--- src/rtl/acl_spi_responder.sv ---
// acl_spi_responder: SPI mode-0 slave that stands in for an ADXL362 accelerometer.
// SCLK, CSN and MOSI are oversampled in the ClkPort domain. Tilt values come from
// x/y/z_data and are served through the normal register read path.
module acl_spi_responder #(
  parameter int          SYNC_STAGES = 2,
  parameter logic [7:0]  DEVID_AD    = 8'hAD,
  parameter logic [7:0]  DEVID_MST   = 8'h1D,
  parameter logic [7:0]  PARTID      = 8'hF2
) (
  input  logic        ClkPort,
  input  logic        Reset,
  input  logic        spi_sclk,
  input  logic        spi_csn,
  input  logic        spi_mosi,
  output logic        spi_miso,
  input  logic [11:0] x_data,
  input  logic [11:0] y_data,
  input  logic [11:0] z_data,
  output logic [7:0]  power_ctl,
  output logic [7:0]  filter_ctl,
  output logic        txn_done,
  output logic        err_cmd
);

  typedef enum logic [2:0] {
    S_IDLE,
    S_CMD,
    S_ADDR,
    S_RD,
    S_WR,
    S_IGNORE
  } state_t;

  localparam logic [7:0] CMD_READ  = 8'h0B;
  localparam logic [7:0] CMD_WRITE = 8'h0A;

  logic [SYNC_STAGES-1:0] r_sclkSync;
  logic [SYNC_STAGES-1:0] r_csnSync;
  logic [SYNC_STAGES-1:0] r_mosiSync;
  logic                   r_sclkPrev;
  logic                   r_csnPrev;

  state_t      r_state;
  logic [2:0]  r_bitCnt;
  logic [6:0]  r_shift;
  logic        r_isRead;
  logic [7:0]  r_addr;
  logic [35:0] r_snap;

  logic        w_sclk;
  logic        w_csn;
  logic        w_mosi;
  logic        w_sclkRise;
  logic        w_sclkFall;
  logic        w_csnRise;
  logic        w_csnFall;
  logic [7:0]  w_byte;
  logic [7:0]  w_nextAddr;
  logic [11:0] w_x;
  logic [11:0] w_y;
  logic [11:0] w_z;
  logic [7:0]  w_rdData;

  // Synchronise the SPI pins and keep one extra sample of SCLK/CSN for edge detection;
  // CSN resets high so a deselected bus does not look like a falling edge.
  always_ff @(posedge ClkPort or posedge Reset) begin
    if (Reset) begin
      r_sclkSync <= '0;
      r_csnSync  <= '1;
      r_mosiSync <= '0;
      r_sclkPrev <= 1'b0;
      r_csnPrev  <= 1'b1;
    end else begin
      r_sclkSync <= {r_sclkSync[SYNC_STAGES-2:0], spi_sclk};
      r_csnSync  <= {r_csnSync[SYNC_STAGES-2:0], spi_csn};
      r_mosiSync <= {r_mosiSync[SYNC_STAGES-2:0], spi_mosi};
      r_sclkPrev <= r_sclkSync[SYNC_STAGES-1];
      r_csnPrev  <= r_csnSync[SYNC_STAGES-1];
    end
  end

  assign w_sclk     = r_sclkSync[SYNC_STAGES-1];
  assign w_csn      = r_csnSync[SYNC_STAGES-1];
  assign w_mosi     = r_mosiSync[SYNC_STAGES-1];
  assign w_sclkRise = w_sclk & ~r_sclkPrev;
  assign w_sclkFall = ~w_sclk & r_sclkPrev;
  assign w_csnRise  = w_csn & ~r_csnPrev;
  assign w_csnFall  = ~w_csn & r_csnPrev;
  assign w_byte     = {r_shift, w_mosi};
  assign w_nextAddr = {2'b00, r_addr[5:0] + 6'd1};

  assign w_x = r_snap[35:24];
  assign w_y = r_snap[23:12];
  assign w_z = r_snap[11:0];

  // Register map as seen by a read; data registers are sign-extended 12-bit samples.
  always_comb begin
    w_rdData = 8'h00;
    case (r_addr)
      8'h00:   w_rdData = DEVID_AD;
      8'h01:   w_rdData = DEVID_MST;
      8'h02:   w_rdData = PARTID;
      8'h03:   w_rdData = 8'h02;
      8'h08:   w_rdData = w_x[11:4];
      8'h09:   w_rdData = w_y[11:4];
      8'h0A:   w_rdData = w_z[11:4];
      8'h0E:   w_rdData = w_x[7:0];
      8'h0F:   w_rdData = {{4{w_x[11]}}, w_x[11:8]};
      8'h10:   w_rdData = w_y[7:0];
      8'h11:   w_rdData = {{4{w_y[11]}}, w_y[11:8]};
      8'h12:   w_rdData = w_z[7:0];
      8'h13:   w_rdData = {{4{w_z[11]}}, w_z[11:8]};
      8'h2C:   w_rdData = filter_ctl;
      8'h2D:   w_rdData = power_ctl;
      default: w_rdData = 8'h00;
    endcase
  end

  // Transaction FSM: CSN edges win over SCLK edges, bytes complete on the 8th rise,
  // and MISO only moves on SCLK falls so it is settled before the master samples it.
  always_ff @(posedge ClkPort or posedge Reset) begin
    if (Reset) begin
      r_state    <= S_IDLE;
      r_bitCnt   <= 3'd0;
      r_shift    <= 7'd0;
      r_isRead   <= 1'b0;
      r_addr     <= 8'h00;
      r_snap     <= 36'd0;
      spi_miso   <= 1'b0;
      power_ctl  <= 8'h00;
      filter_ctl <= 8'h13;
      txn_done   <= 1'b0;
      err_cmd    <= 1'b0;
    end else begin
      txn_done <= 1'b0;
      err_cmd  <= 1'b0;
      if (w_csnRise) begin
        r_state  <= S_IDLE;
        r_bitCnt <= 3'd0;
        spi_miso <= 1'b0;
        if (r_state == S_ADDR || r_state == S_RD || r_state == S_WR) begin
          txn_done <= 1'b1;
        end else if (r_state == S_IGNORE) begin
          err_cmd <= 1'b1;
        end
      end else if (w_csnFall) begin
        r_state  <= S_CMD;
        r_bitCnt <= 3'd0;
        spi_miso <= 1'b0;
        r_snap   <= {x_data, y_data, z_data};
      end else if (r_state != S_IDLE && !w_csn) begin
        if (w_sclkRise) begin
          r_shift  <= w_byte[6:0];
          r_bitCnt <= r_bitCnt + 3'd1;
          if (r_bitCnt == 3'd7) begin
            case (r_state)
              S_CMD: begin
                if (w_byte == CMD_READ) begin
                  r_isRead <= 1'b1;
                  r_state  <= S_ADDR;
                end else if (w_byte == CMD_WRITE) begin
                  r_isRead <= 1'b0;
                  r_state  <= S_ADDR;
                end else begin
                  r_state <= S_IGNORE;
                end
              end
              S_ADDR: begin
                r_addr  <= w_byte;
                r_state <= r_isRead ? S_RD : S_WR;
              end
              S_RD: begin
                r_addr <= w_nextAddr;
              end
              S_WR: begin
                if (r_addr == 8'h2C) filter_ctl <= w_byte;
                if (r_addr == 8'h2D) power_ctl <= w_byte;
                r_addr <= w_nextAddr;
              end
              default: begin
              end
            endcase
          end
        end else if (w_sclkFall && r_state == S_RD) begin
          spi_miso <= w_rdData[3'd7 - r_bitCnt];
        end
      end
    end
  end

endmodule

--- config.mk ---
export PLATFORM = sky130hd
export DESIGN_NAME = acl_spi_responder
export DESIGN_NICKNAME = d
export VERILOG_FILES = /design/src/rtl/acl_spi_responder.sv
export SDC_FILE = /design/constraint.sdc
export NUM_CORES = 1
export LEC_CHECK = 0
export CORE_UTILIZATION = 55
export CTS_BUF_LIST = sky130_fd_sc_hd__clkbuf_16
export DETAILED_ROUTE_END_ITERATION = 8
export GPL_ROUTABILITY_DRIVEN = 0
export PLACE_DENSITY = 0.86
export SLEW_MARGIN = 20
export SYNTH_ARGS = -nofsm -noshare
export SYNTH_HDL_FRONTEND = slang
export SYNTH_SLANG_ARGS = --single-unit
--- constraint.sdc ---
create_clock -name ClkPort -period 3.69 [get_ports ClkPort]
set_input_delay 0.738 -clock ClkPort [delete_from_list [all_inputs] [get_ports ClkPort]]
set_output_delay 0.738 -clock ClkPort [all_outputs]
set_load 0.03 [all_outputs]
# Word level (Yosys, flattened, before mapping)
# Index checks and enable logic that the tools add are counted.
[op_classes]
add_sub_neg = 3
n_mul = 0
div = 0
order_cmp = 1
n_eq_ne = 23
shift = 0
mux = 29
bitwise = 10
n_reduce_logical = 24
[ops]
columns = ["op", "n"]
rows = [
  ["8-bit one-hot mux with 15 select lines", 1],
  ["8-bit by 4-bit equality test with 1-bit output, second input constant", 7],
  ["3-bit two-way mux", 12],
  ["8-bit by 5-bit equality test with 1-bit output, second input constant", 4],
  ["7-bit AND reduction", 3],
  ["8-bit by 2-bit equality test with 1-bit output, second input constant", 2],
  ["8-bit by 6-bit equality test with 1-bit output, second input constant", 2],
  ["8-bit one-hot mux with 2 select lines", 1],
  ["3-bit nonzero test", 5],
  ["1-bit two-way mux", 13],
  ["3-bit equality test, second input constant", 3],
  ["8-bit by 1-bit equality test with 1-bit output, second input constant", 1],
  ["8-bit logical NOT", 1],
  ["4-bit AND reduction", 2],
  ["6-bit by 1-bit adder with 6-bit output, second input constant", 1],
  ["3-bit by 2-bit equality test with 1-bit output, second input constant", 2],
  ["1-bit NOT", 6],
  ["3-bit one-hot mux with 2 select lines", 1],
  ["6-bit AND reduction", 1],
  ["1-bit AND", 4],
  ["3-bit by 4-bit less-than comparator with 1-bit output, second input constant", 1],
  ["2-bit AND reduction", 2],
  ["2-bit nonzero test", 2],
  ["4-bit nonzero test", 1],
  ["10 further kinds", 12],
]
[word_totals]
regBits = 85
latch_bits = 0
mem_bits_rw = 0
rom_bits = 0
input_bits = 41
output_inout_bits = 19
word_cells = 106
n_memories = 0

# Depth between registers and ports, before layout
# Gate-level depths: netlist of run 1.
[depth]
ltp_word = 9
ltp_mapped = 10
mapped_depth_nobuf = 9

# Worst setup path after synthesis of run 1
# Ideal clock, no wire load.
[synth_timing]
path_kind = "register to register"
start = "register r_csnSync[1]"
end = "register filter_ctl[2]"
setup_time_ns = 0.125
arrival_ns = 2.128
required_time_ns = 3.565
path_slack_ns = 1.437
path_stages_with_launch = 8
path_buffers = 1
period_less_slack_ns = 2.253
cell_sequence = "dfstp_2 > inv_1 > ha_1 > and3_1 > clkbuf_1 > nor3b_1 > nand2_1 > mux2_2"
[synth_via]
elab_chain_cells = 4
word_cells_on_any_way = 8
classes_between = "5 x bitwise; 3 x reduce/logical"
[synth_lines]
columns = ["item", "line", "rtl"]
rows = [
  ["start, declared", "38", "logic [SYNC_STAGES-1:0] r_csnSync;"],
  ["start signal, assigned", "75", "r_csnSync <= {r_csnSync[SYNC_STAGES-2:0], spi_csn};"],
  ["1-bit NOT", "88", "assign w_csnFall = ~w_csn & r_csnPrev;"],
  ["1-bit AND", "88", ""],
  ["1-bit NOT (no source line)", "--", ""],
  ["7-bit AND reduction (no source line) (*)", "--", ""],
  ["end signal, assigned", "176", "if (r_addr == 8'h2C) filter_ctl <= w_byte;"],
  ["end, declared", "20", "output logic [7:0] filter_ctl,"],
]
# Every way passes the cells marked *; elsewhere a longest branch is shown, timed or not.
# A chain may end at the register's enable or synchronous reset.

# Worst setup path after layout of run 1
[layout_timing]
start = "register r_addr[1]"
end = "register spi_miso"
[layout_via]
elab_chain_cells = 9
word_cells_on_any_way = 23
classes_between = "14 x eq/ne; 8 x mux; 1 x reduce/logical"
[layout_lines]
columns = ["item", "line", "rtl"]
rows = [
  ["start, declared", "47", "logic [7:0] r_addr;"],
  ["start signal, assigned", "169", "r_addr <= w_byte;"],
  ["start signal, assigned", "173", "r_addr <= w_nextAddr;"],
  ["start signal, assigned", "178", "r_addr <= w_nextAddr;"],
  ["8-bit by 6-bit equality test with 1-bit output (tied with other cells)", "99", "case (r_addr)"],
  ["8-bit one-hot mux with 15 select lines (*)", "99", ""],
  ["1-bit binary-select mux with 3-bit select (*)", "185", "spi_miso <= w_rdData[3'd7 - r_bitCnt];"],
  ["1-bit two-way mux (implied by the code) (*)", "185", ""],
  ["1-bit two-way mux (*)", "184", "end else if (w_sclkFall && r_state == S_RD) begin"],
  ["1-bit two-way mux (*)", "152", "if (w_sclkRise) begin"],
  ["1-bit two-way mux (*)", "151", "end else if (r_state != S_IDLE && !w_csn) begin"],
  ["1-bit two-way mux (*)", "146", "end else if (w_csnFall) begin"],
  ["1-bit two-way mux (*)", "137", "if (w_csnRise) begin"],
  ["end signal, assigned", "185", ""],
  ["end, declared", "15", "output logic spi_miso,"],
]
# Every way passes the cells marked *; elsewhere a longest branch is shown, timed or not. The select of a mux whose other input is x is not followed.

==> results_dict.tcl, run 1 <==
set metrics [dict create \
    max_freq_mhz 340 \
    regToRegStartpoint "r_addr[1]$_DFFE_PP0P_" \
    leakage_nw 2.21 \
    hold_path_depth 0 \
    outcome "completed" \
    via_per_inst 6.52 \
    nets 483 \
    path_clk_slew_ns 0.07 \
    cap_violations 0 \
    regArea_sq_um 2130 \
    worstHoldStart "r_mosiSync[0]$_DFF_PP0_" \
    tightestPinTransition_ns 0.869 \
    holdBufCountCts 0 \
    syn_avg_cell_area_sq_um 11.2 \
    num-fill-cells 573 \
    num_vias 3528 \
    post_drt_wl_per_cell_um 19.6 \
    synthFlopType "dfrtp_1" \
    antenna_found_initial 0 \
    required_ns 3.93 \
    numCtsBuffers 9 \
    clock_skew_ns 0.00659 \
    postCtsSetupBuffers 0 \
    crit_slowest_cell "ha_1" \
    critPathMaxFanout 17 \
    worst_ir_drop_vdd_uv 287 \
    clk_path_buf_depth 2 \
    setup_tns_ns 0 \
    hold_class "reg2reg" \
    grt_max_degree 49 \
    h-tree-depth 3 \
    cpPeakStageDelay_ns 0.59 \
    fin_crit_sh 0.797 \
    dieArea_sq_um 8260 \
    rsz0062_at_grt "false" \
    finalSetupViolations 0 \
    report.final.hold_viol_count 0 \
    multi_input_area_sq_um 1990 \
    die_h_um 90.9 \
    synth_seq_area_share 0.491 \
    place_worst_setup_slack_ns 1.04 \
    fin_ws_ns 0.750 \
    drive_gt1_frac 0.216 \
    syn_area_sq_um 4350 \
    p_total_mw 2.34 \
    relSlewSlack 0.420 \
    grt_pass1_wl_um 17100 \
    ys_ff_latch 85 \
    yosysUniqueCellTypes 56 \
    ios 60 \
    fin_cells 541 \
    fin_util 0.677 \
    layout_commonest_cell "dfrtp_1" \
    finalMaxSlewViolations 0 \
    fin_hold_ws_ns 0.352 \
    drt_pass1_iterations 5 \
    port_buffers 59 \
    drt_wl_total_um 10600 \
    synth_edf_count 0 \
    grt_usage 0.265 \
    drc_errors 0 \
    crit_start "r_addr[1]$_DFFE_PP0P_" \
    yosys_warnings 0 \
    power_density_nw_per_um2 450 \
    cp-end-kind "flip-flop" \
    cts_resized 0 \
    r2r_slack_ns 0.75 \
    async_flop_share 1.00 \
    first_iter_violations 489 \
    cts_tree "yes" \
    start_util 0.565 \
    crit_type "reg2reg" \
    diodes 0 \
    clock_latency_ns 0.34 \
    core_sq_um 7690 \
    cts_num_sinks 85 \
    die-width_um 90.9 \
    ant_nets 0 \
    synthToLayoutAreaGrowth_pct 19.7 \
    dpl.hpwl_um 7320 \
    crit_chain "inv_1 > ha_1 > nand2_1 > a2111oi_0 > a31o_2 > a211oi_1 > a31oi_1 > a22oi_1 > o41ai_2" \
    grt_pass1_vias 3340 \
    grt-ovfl-total 0 \
    hold_end "r_mosiSync[1]$_DFF_PP0_" \
    start_kind "flip-flop" \
    dpl.cell_count 525 \
    synthCells 387 \
    rr_worst_depth 9 \
    arrival_ns 3.18 \
    placed_area_sq_um 4910 \
    worstReg2RegEnd "spi_miso$_DFFE_PP0P_" \
    root_buffer "clkbuf_16" \
    fin_area_sq_um 5200 \
    final_cell_mix "79 x dfrtp_1, 60 x mux2_2, 59 x clkdlybuf4s50_1" \
    synth_nets 436 \
    std_cell_rows 32 \
    fin_crit_ns 2.94 \
]
## registers in the layout (all words and copies together), names as in the netlist
register,cells
r_mosiSync,2
err_cmd,1
r_csnSync,2
r_csnPrev,1
spi_miso,1
power_ctl,8
r_sclkPrev,1
r_addr,8
r_state,3
r_bitCnt,3
r_sclkSync,2
r_isRead,1
txn_done,1
r_snap,36
filter_ctl,8
r_shift,7
## layer usage
| metal | part of all wire | GRT usage | wire length [um] | vias up |
|---|---|---|---|---|
| met5 | 0 | 0 | 0 | - |
| met4 | 0.037 | 0.102 | 387 | 0 |
| met3 | 0.075 | 0.0455 | 792 | 41 |
| met2 | 0.47 | 0.431 | 5000 | 217 |
| met1 | 0.42 | 0.357 | 4420 | 1729 |
| li1 | - | - | - | 1541 |
## synth_stat cells, types with 2 or more instances
cell type,n,area share
dfrtp_1,79,0.45
mux2_2,60,0.16
nand2_1,22,0.019
a21oi_1,19,0.022
nor3_1,17,0.020
nor2_1,16,0.014
a22oi_1,13,0.022
nand3_1,13,0.015
inv_1,12,0.010
clkbuf_1,11,0.0095
o21ai_0,11,0.013
a221oi_1,8,0.016
ha_1,8,0.023
a22o_1,7,0.014
o22ai_1,7,0.010
and3_1,6,0.0086
clkbuf_8,6,0.019
dfstp_2,6,0.036
a21o_1,5,0.0086
nand4_1,5,0.0072
nor2b_1,4,0.0058
a211oi_1,3,0.0052
a222oi_1,3,0.0069
buf_1,3,0.0026
buf_6,3,0.0078
o21a_1,3,0.0052
a31oi_1,2,0.0029
and2_1,2,0.0029
and2_2,2,0.0035
nand4b_1,2,0.0040
nor3b_1,2,0.0035
nor4_1,2,0.0029
o211ai_1,2,0.0035
## power breakdown
part	switching (mW)	leakage, nW	internal, mW
Clock	0.401	0.137	0.472
Combinational	0.143	1.01	0.179
Sequential	0.115	1.06	1.03
Total	0.660	2.21	1.68
## layout make-up
cell class	count	share of cell area
Tap cell	102	0.0245
Multi-Input combinational cell	265	0.382
Sequential cell	85	0.410
Inverter	12	0.00890
Timing Repair Buffer	61	0.119
Clock inverter	7	0.0123
Clock buffer	9	0.0433
## worst max path at each step
| stage | to | slack (ns) |
|---|---|---|
| after global placement | spi_miso$_DFFE_PP0P_ | 1.25 |
| after floorplan | err_cmd$_DFF_PP0_ | 0.77 |
| after CTS | spi_miso$_DFFE_PP0P_ | 0.95 |
| final | spi_miso$_DFFE_PP0P_ | 0.75 |
| after detailed placement | spi_miso$_DFFE_PP0P_ | 1.04 |
| after global routing | spi_miso$_DFFE_PP0P_ | 0.74 |
## logic make-up after synthesis
| kind of cell | synth area share |
|---|---|
| AO/OA/AOI/OAI | 0.158 |
| flip-flops | 0.491 |
| multiplexers | 0.158 |
| AND/OR/NAND/NOR | 0.117 |
| adder cells (fa/ha/maj) | 0.0230 |
| buffers and inverters | 0.0530 |
## worst max-delay path, delay by kind of cell (launching register included)
| family | cells | cell delay, ns |
|---|---|---|
| adders and majority gates | 1 | 0.59 |
| DFF | 1 | 0.46 |
| buffers and inverters | 1 | 0.11 |
| AOI/OAI and AO/OA | 6 | 1.52 |
| and+or+nand+nor | 1 | 0.16 |
No activity file was read; power rests on OpenSTA's default activity.
==> inputs of run 2 (changes only) <==
clock period = 2.8 ns   (was 3.69 ns; I/O delays follow)
==> results_dict.tcl, run 2 (synthesized netlist as in run 1, its figures left out) <==
set metrics [dict create \
    regArea_sq_um 2130 \
    cap_violations 0 \
    ant_nets 0 \
    multi_input_area_sq_um 1990 \
    power_density_nw_per_um2 597 \
    path_clk_slew_ns 0.06 \
    drt_pass1_iterations 9 \
    diodes 0 \
    final_cell_mix "79 x dfrtp_1, 60 x mux2_2, 59 x clkdlybuf4s50_1" \
    drive_gt1_frac 0.223 \
    via_per_inst 6.62 \
    cp-end-kind "flip-flop" \
    postCtsSetupBuffers 0 \
    die-width_um 90.9 \
    nets 488 \
    grt-ovfl-total 0 \
    fin_hold_ws_ns 0.351 \
    first_iter_violations 587 \
    clock_skew_ns 0.00611 \
    dieArea_sq_um 8260 \
    required_ns 3.04 \
    hold_class "reg2reg" \
    max_freq_mhz 385 \
    setup_tns_ns 0 \
    report.final.hold_viol_count 0 \
    die_h_um 90.9 \
    finalSetupViolations 0 \
    holdBufCountCts 0 \
    largest_reg_flops 36 \
    grt_max_degree 42 \
    post_drt_wl_per_cell_um 19.9 \
    num_vias 3612 \
    dpl.hpwl_um 7480 \
    outcome "completed" \
    hold_path_depth 0 \
    h-tree-depth 3 \
    synthToLayoutAreaGrowth_pct 20.8 \
    cts_num_sinks 85 \
    regMostFlops "r_snap" \
    grt_pass1_vias 3451 \
    drt_wl_total_um 10900 \
    tightestPinTransition_ns 0.871 \
    root_buffer "clkbuf_16" \
    std_cell_rows 32 \
    ios 60 \
    layout_commonest_cell "dfrtp_1" \
    clock_latency_ns 0.35 \
    drc_errors 0 \
    cts_tree "yes" \
    num-fill-cells 568 \
    start_kind "flip-flop" \
    port_buffers 59 \
    finalMaxSlewViolations 0 \
    leakage_nw 2.24 \
    start_util 0.565 \
    rsz0062_at_grt "false" \
    clk_path_buf_depth 2 \
    antenna_found_initial 0 \
    core_sq_um 7690 \
    numCtsBuffers 9 \
    rr_worst_depth 8 \
    relSlewSlack 0.419 \
    arrival_ns 2.83 \
    fin_crit_sh 0.927 \
    critPathMaxFanout 23 \
    grt_pass1_wl_um 17500 \
    worst_ir_drop_vdd_uv 460 \
    grt_usage 0.276 \
    crit_type "reg2reg" \
    fin_crit_ns 2.60 \
    cts_resized 0 \
]
## run 2: routing by layer
metal / vias to the layer above / track usage / share of wire
met5: - / 0 / 0
met4: 0 / 0.157 / 0.047
met2: 260 / 0.422 / 0.46
met1: 1739 / 0.364 / 0.40
li1: 1551 / - / -
met3: 62 / 0.0581 / 0.093
## run 2: cell type report
| type | instances | share of cell area |
|---|---|---|
| flip-flops and latches | 85 | 0.407 |
| multi-input cells | 265 | 0.379 |
| repair buffers | 66 | 0.125 |
| clock buffers | 9 | 0.0429 |
| well taps | 102 | 0.0243 |
| clock inverters | 7 | 0.0138 |
| inverters | 12 | 0.00882 |
## run 2: worst paths after layout
path                       slack (ns)               startpoint                 endpoint
max in group asynchronous        1.56                    Reset   r_csnSync[1]$_DFF_PP1_
setup reg to reg                 0.20    r_addr[0]$_DFFE_PP0P_     spi_miso$_DFFE_PP0P_
min in group asynchronous        0.58                    Reset  r_mosiSync[1]$_DFF_PP0_
setup / recovery                 0.20    r_addr[0]$_DFFE_PP0P_     spi_miso$_DFFE_PP0P_
hold / removal                   0.35  r_mosiSync[0]$_DFF_PP0_  r_mosiSync[1]$_DFF_PP0_
hold reg to reg                  0.35  r_mosiSync[0]$_DFF_PP0_  r_mosiSync[1]$_DFF_PP0_
## run 2: through the flow
stage / total power, mW / util / cells / cell area (sq um) / setup slack, ns
final: 3.14 / 0.683 / 546 / 5250 / 0.203
after global routing: 3.25 / 0.683 / 546 / 5250 / 0.126
after CTS: 3.15 / 0.682 / 546 / 5250 / 0.267
after global placement: 1.93 / 0.644 / 530 / 4950 / 0.447
after floorplan: 1.76 / - / 387 / 4350 / 0.0564
after detailed placement: 1.95 / 0.644 / 530 / 4950 / 0.368
## run 2: critical path, cell delays in order, from the launching register on
cell	delay [ns]
dfrtp_1	0.46
inv_1	0.11
ha_1	0.73
a22o_1	0.26
a221oi_1	0.05
o22ai_1	0.21
a221oi_1	0.08
and3_1	0.24
o41ai_2	0.35
## run 2: power by group
part | internal, mW | total (mW) | leakage (nW) | switching, mW
combinational | 0.238 | 0.429 | 1.04 | 0.192
clock | 0.694 | 1.19 | 0.144 | 0.498
sequential | 1.36 | 1.51 | 1.06 | 0.156
total | 2.29 | 3.14 | 2.24 | 0.845
==> inputs of run 3 (changes only) <==
CORE_UTILIZATION = 50   (was 55)
PLACE_DENSITY = 0.8   (was 0.86)
==> results_dict.tcl, run 3 (synthesized netlist as in run 1, its figures left out) <==
set metrics [dict create \
    cts_resized 0 \
    cts_tree "yes" \
    clock_skew_ns 0.00787 \
    layout_commonest_cell "dfrtp_1" \
    leakage_nw 2.25 \
    fin_cells 550 \
    critPathMaxFanout 23 \
    synthToLayoutAreaGrowth_pct 21.0 \
    drc_errors 0 \
    setup_tns_ns 0 \
    regToRegStartpoint "r_addr[0]$_DFFE_PP0P_" \
    cts_num_sinks 85 \
    start_kind "flip-flop" \
    worst_ir_drop_vdd_uv 382 \
    fin_crit_ns 2.53 \
    power_density_nw_per_um2 596 \
    antenna_found_initial 0 \
    tightestPinTransition_ns 1.02 \
    grt_pass1_wl_um 17500 \
    outcome "completed" \
    grt-ovfl-total 0 \
    finalMaxSlewViolations 0 \
    post_drt_wl_per_cell_um 19.8 \
    path_clk_slew_ns 0.07 \
    cpPeakStageDelay_ns 0.69 \
    drt_pass1_iterations 5 \
    crit_chain "inv_1 > ha_1 > a22o_1 > a221oi_1 > o22ai_1 > a221oi_1 > and3_1 > o41ai_2" \
    crit_family "compound AO/OA/AOI/OAI gates" \
    die_h_um 95.2 \
    h-tree-depth 3 \
    ant_nets 0 \
    max_freq_mhz 396 \
    first_iter_violations 545 \
    finalSetupViolations 0 \
    r2r_slack_ns 0.27 \
    cp-end-kind "flip-flop" \
    via_per_inst 6.45 \
    drt_wl_total_um 10900 \
    path_depth 8 \
    dpl.hpwl_um 7720 \
    numCtsBuffers 9 \
    arrival_ns 2.76 \
    diodes 0 \
    crit_slowest_cell "ha_1" \
    regMostFlops "r_snap" \
    port_buffers 59 \
    clock_latency_ns 0.34 \
    required_ns 3.04 \
    nets 489 \
    cap_violations 0 \
    final_cell_mix "79 x dfrtp_1, 60 x mux2_2, 59 x clkdlybuf4s50_1" \
    crit_type "reg2reg" \
    dieArea_sq_um 9070 \
    largest_reg_flops 36 \
    fin_crit_sh 0.902 \
    relSlewSlack 0.314 \
    drive_gt1_frac 0.222 \
    num_vias 3546 \
    crit_top_cell "a221oi_1" \
    die-width_um 95.2 \
    postCtsSetupBuffers 0 \
    grt_max_degree 42 \
    grt_pass1_vias 3344 \
    ios 60 \
    std_cell_rows 33 \
    holdBufCountCts 0 \
    dpl.cell_count 534 \
    grt_usage 0.259 \
    critPathCapture "spi_miso$_DFFE_PP0P_" \
    rsz0062_at_grt "false" \
    crit_start "r_addr[0]$_DFFE_PP0P_" \
    rr_worst_depth 8 \
    core_sq_um 8300 \
    clk_path_buf_depth 2 \
    start_util 0.524 \
    root_buffer "clkbuf_16" \
    worstReg2RegEnd "spi_miso$_DFFE_PP0P_" \
    critPathBufInv 1 \
    hold_class "reg2reg" \
    report.final.hold_viol_count 0 \
]
==> run 3: layer usage <==
layer / share of wire / GRT usage / vias to the layer above
li1: - / - / 1560
met1: 0.42 / 0.355 / 1755
met2: 0.49 / 0.412 / 196
met3: 0.074 / 0.0630 / 35
met4: 0.022 / 0.0694 / 0
met5: 0 / 0 / -
==> run 3: worst min-delay path by stage <==
| stage | from | end | slack, ns | cells after the start |
|---|---|---|---|---|
| after floorplan | r_mosiSync[0]$_DFF_PP0_ | r_mosiSync[1]$_DFF_PP0_ | 0.33 | 0 |
| after global placement | r_mosiSync[0]$_DFF_PP0_ | r_mosiSync[1]$_DFF_PP0_ | 0.33 | 0 |
| after detailed placement | r_mosiSync[0]$_DFF_PP0_ | r_mosiSync[1]$_DFF_PP0_ | 0.34 | 0 |
| after CTS | r_mosiSync[0]$_DFF_PP0_ | r_mosiSync[1]$_DFF_PP0_ | 0.35 | 0 |
| after global routing | r_csnSync[0]$_DFF_PP1_ | r_csnSync[1]$_DFF_PP1_ | 0.37 | 0 |
| final | r_mosiSync[0]$_DFF_PP0_ | r_mosiSync[1]$_DFF_PP0_ | 0.35 | 0 |
==> run 3: through the flow <==
step / area, sq um / worst slack [ns] / power [mW] / hold slack [ns] / utilization
floorplan: 4350 / 0.0564 / 1.76 / 0.331 / -
global placement: 4960 / 0.433 / 1.93 / 0.334 / 0.597
detailed placement: 4960 / 0.371 / 1.95 / 0.337 / 0.597
CTS: 5260 / 0.340 / 3.15 / 0.353 / 0.634
global route: 5260 / 0.135 / 3.28 / 0.372 / 0.634
finish: 5260 / 0.274 / 3.13 / 0.352 / 0.634
==> run 3: area by class of cell <==
cell class              count  area (sq um)
multi-input cells         265          1980
well taps                 105           131
clock inverters             7          76.3
repair buffers             67           663
flip-flops and latches     85          2130
inverters                  12          46.3
clock buffers               9           225
fillers                   638          3040
==> run 3: report_power, final <==
| group | switching (mW) | internal, mW | total, mW |
|---|---|---|---|
| clock | 0.495 | 0.695 | 1.19 |
| sequential | 0.158 | 1.36 | 1.52 |
| combinational | 0.191 | 0.237 | 0.428 |
| total | 0.844 | 2.29 | 3.13 |
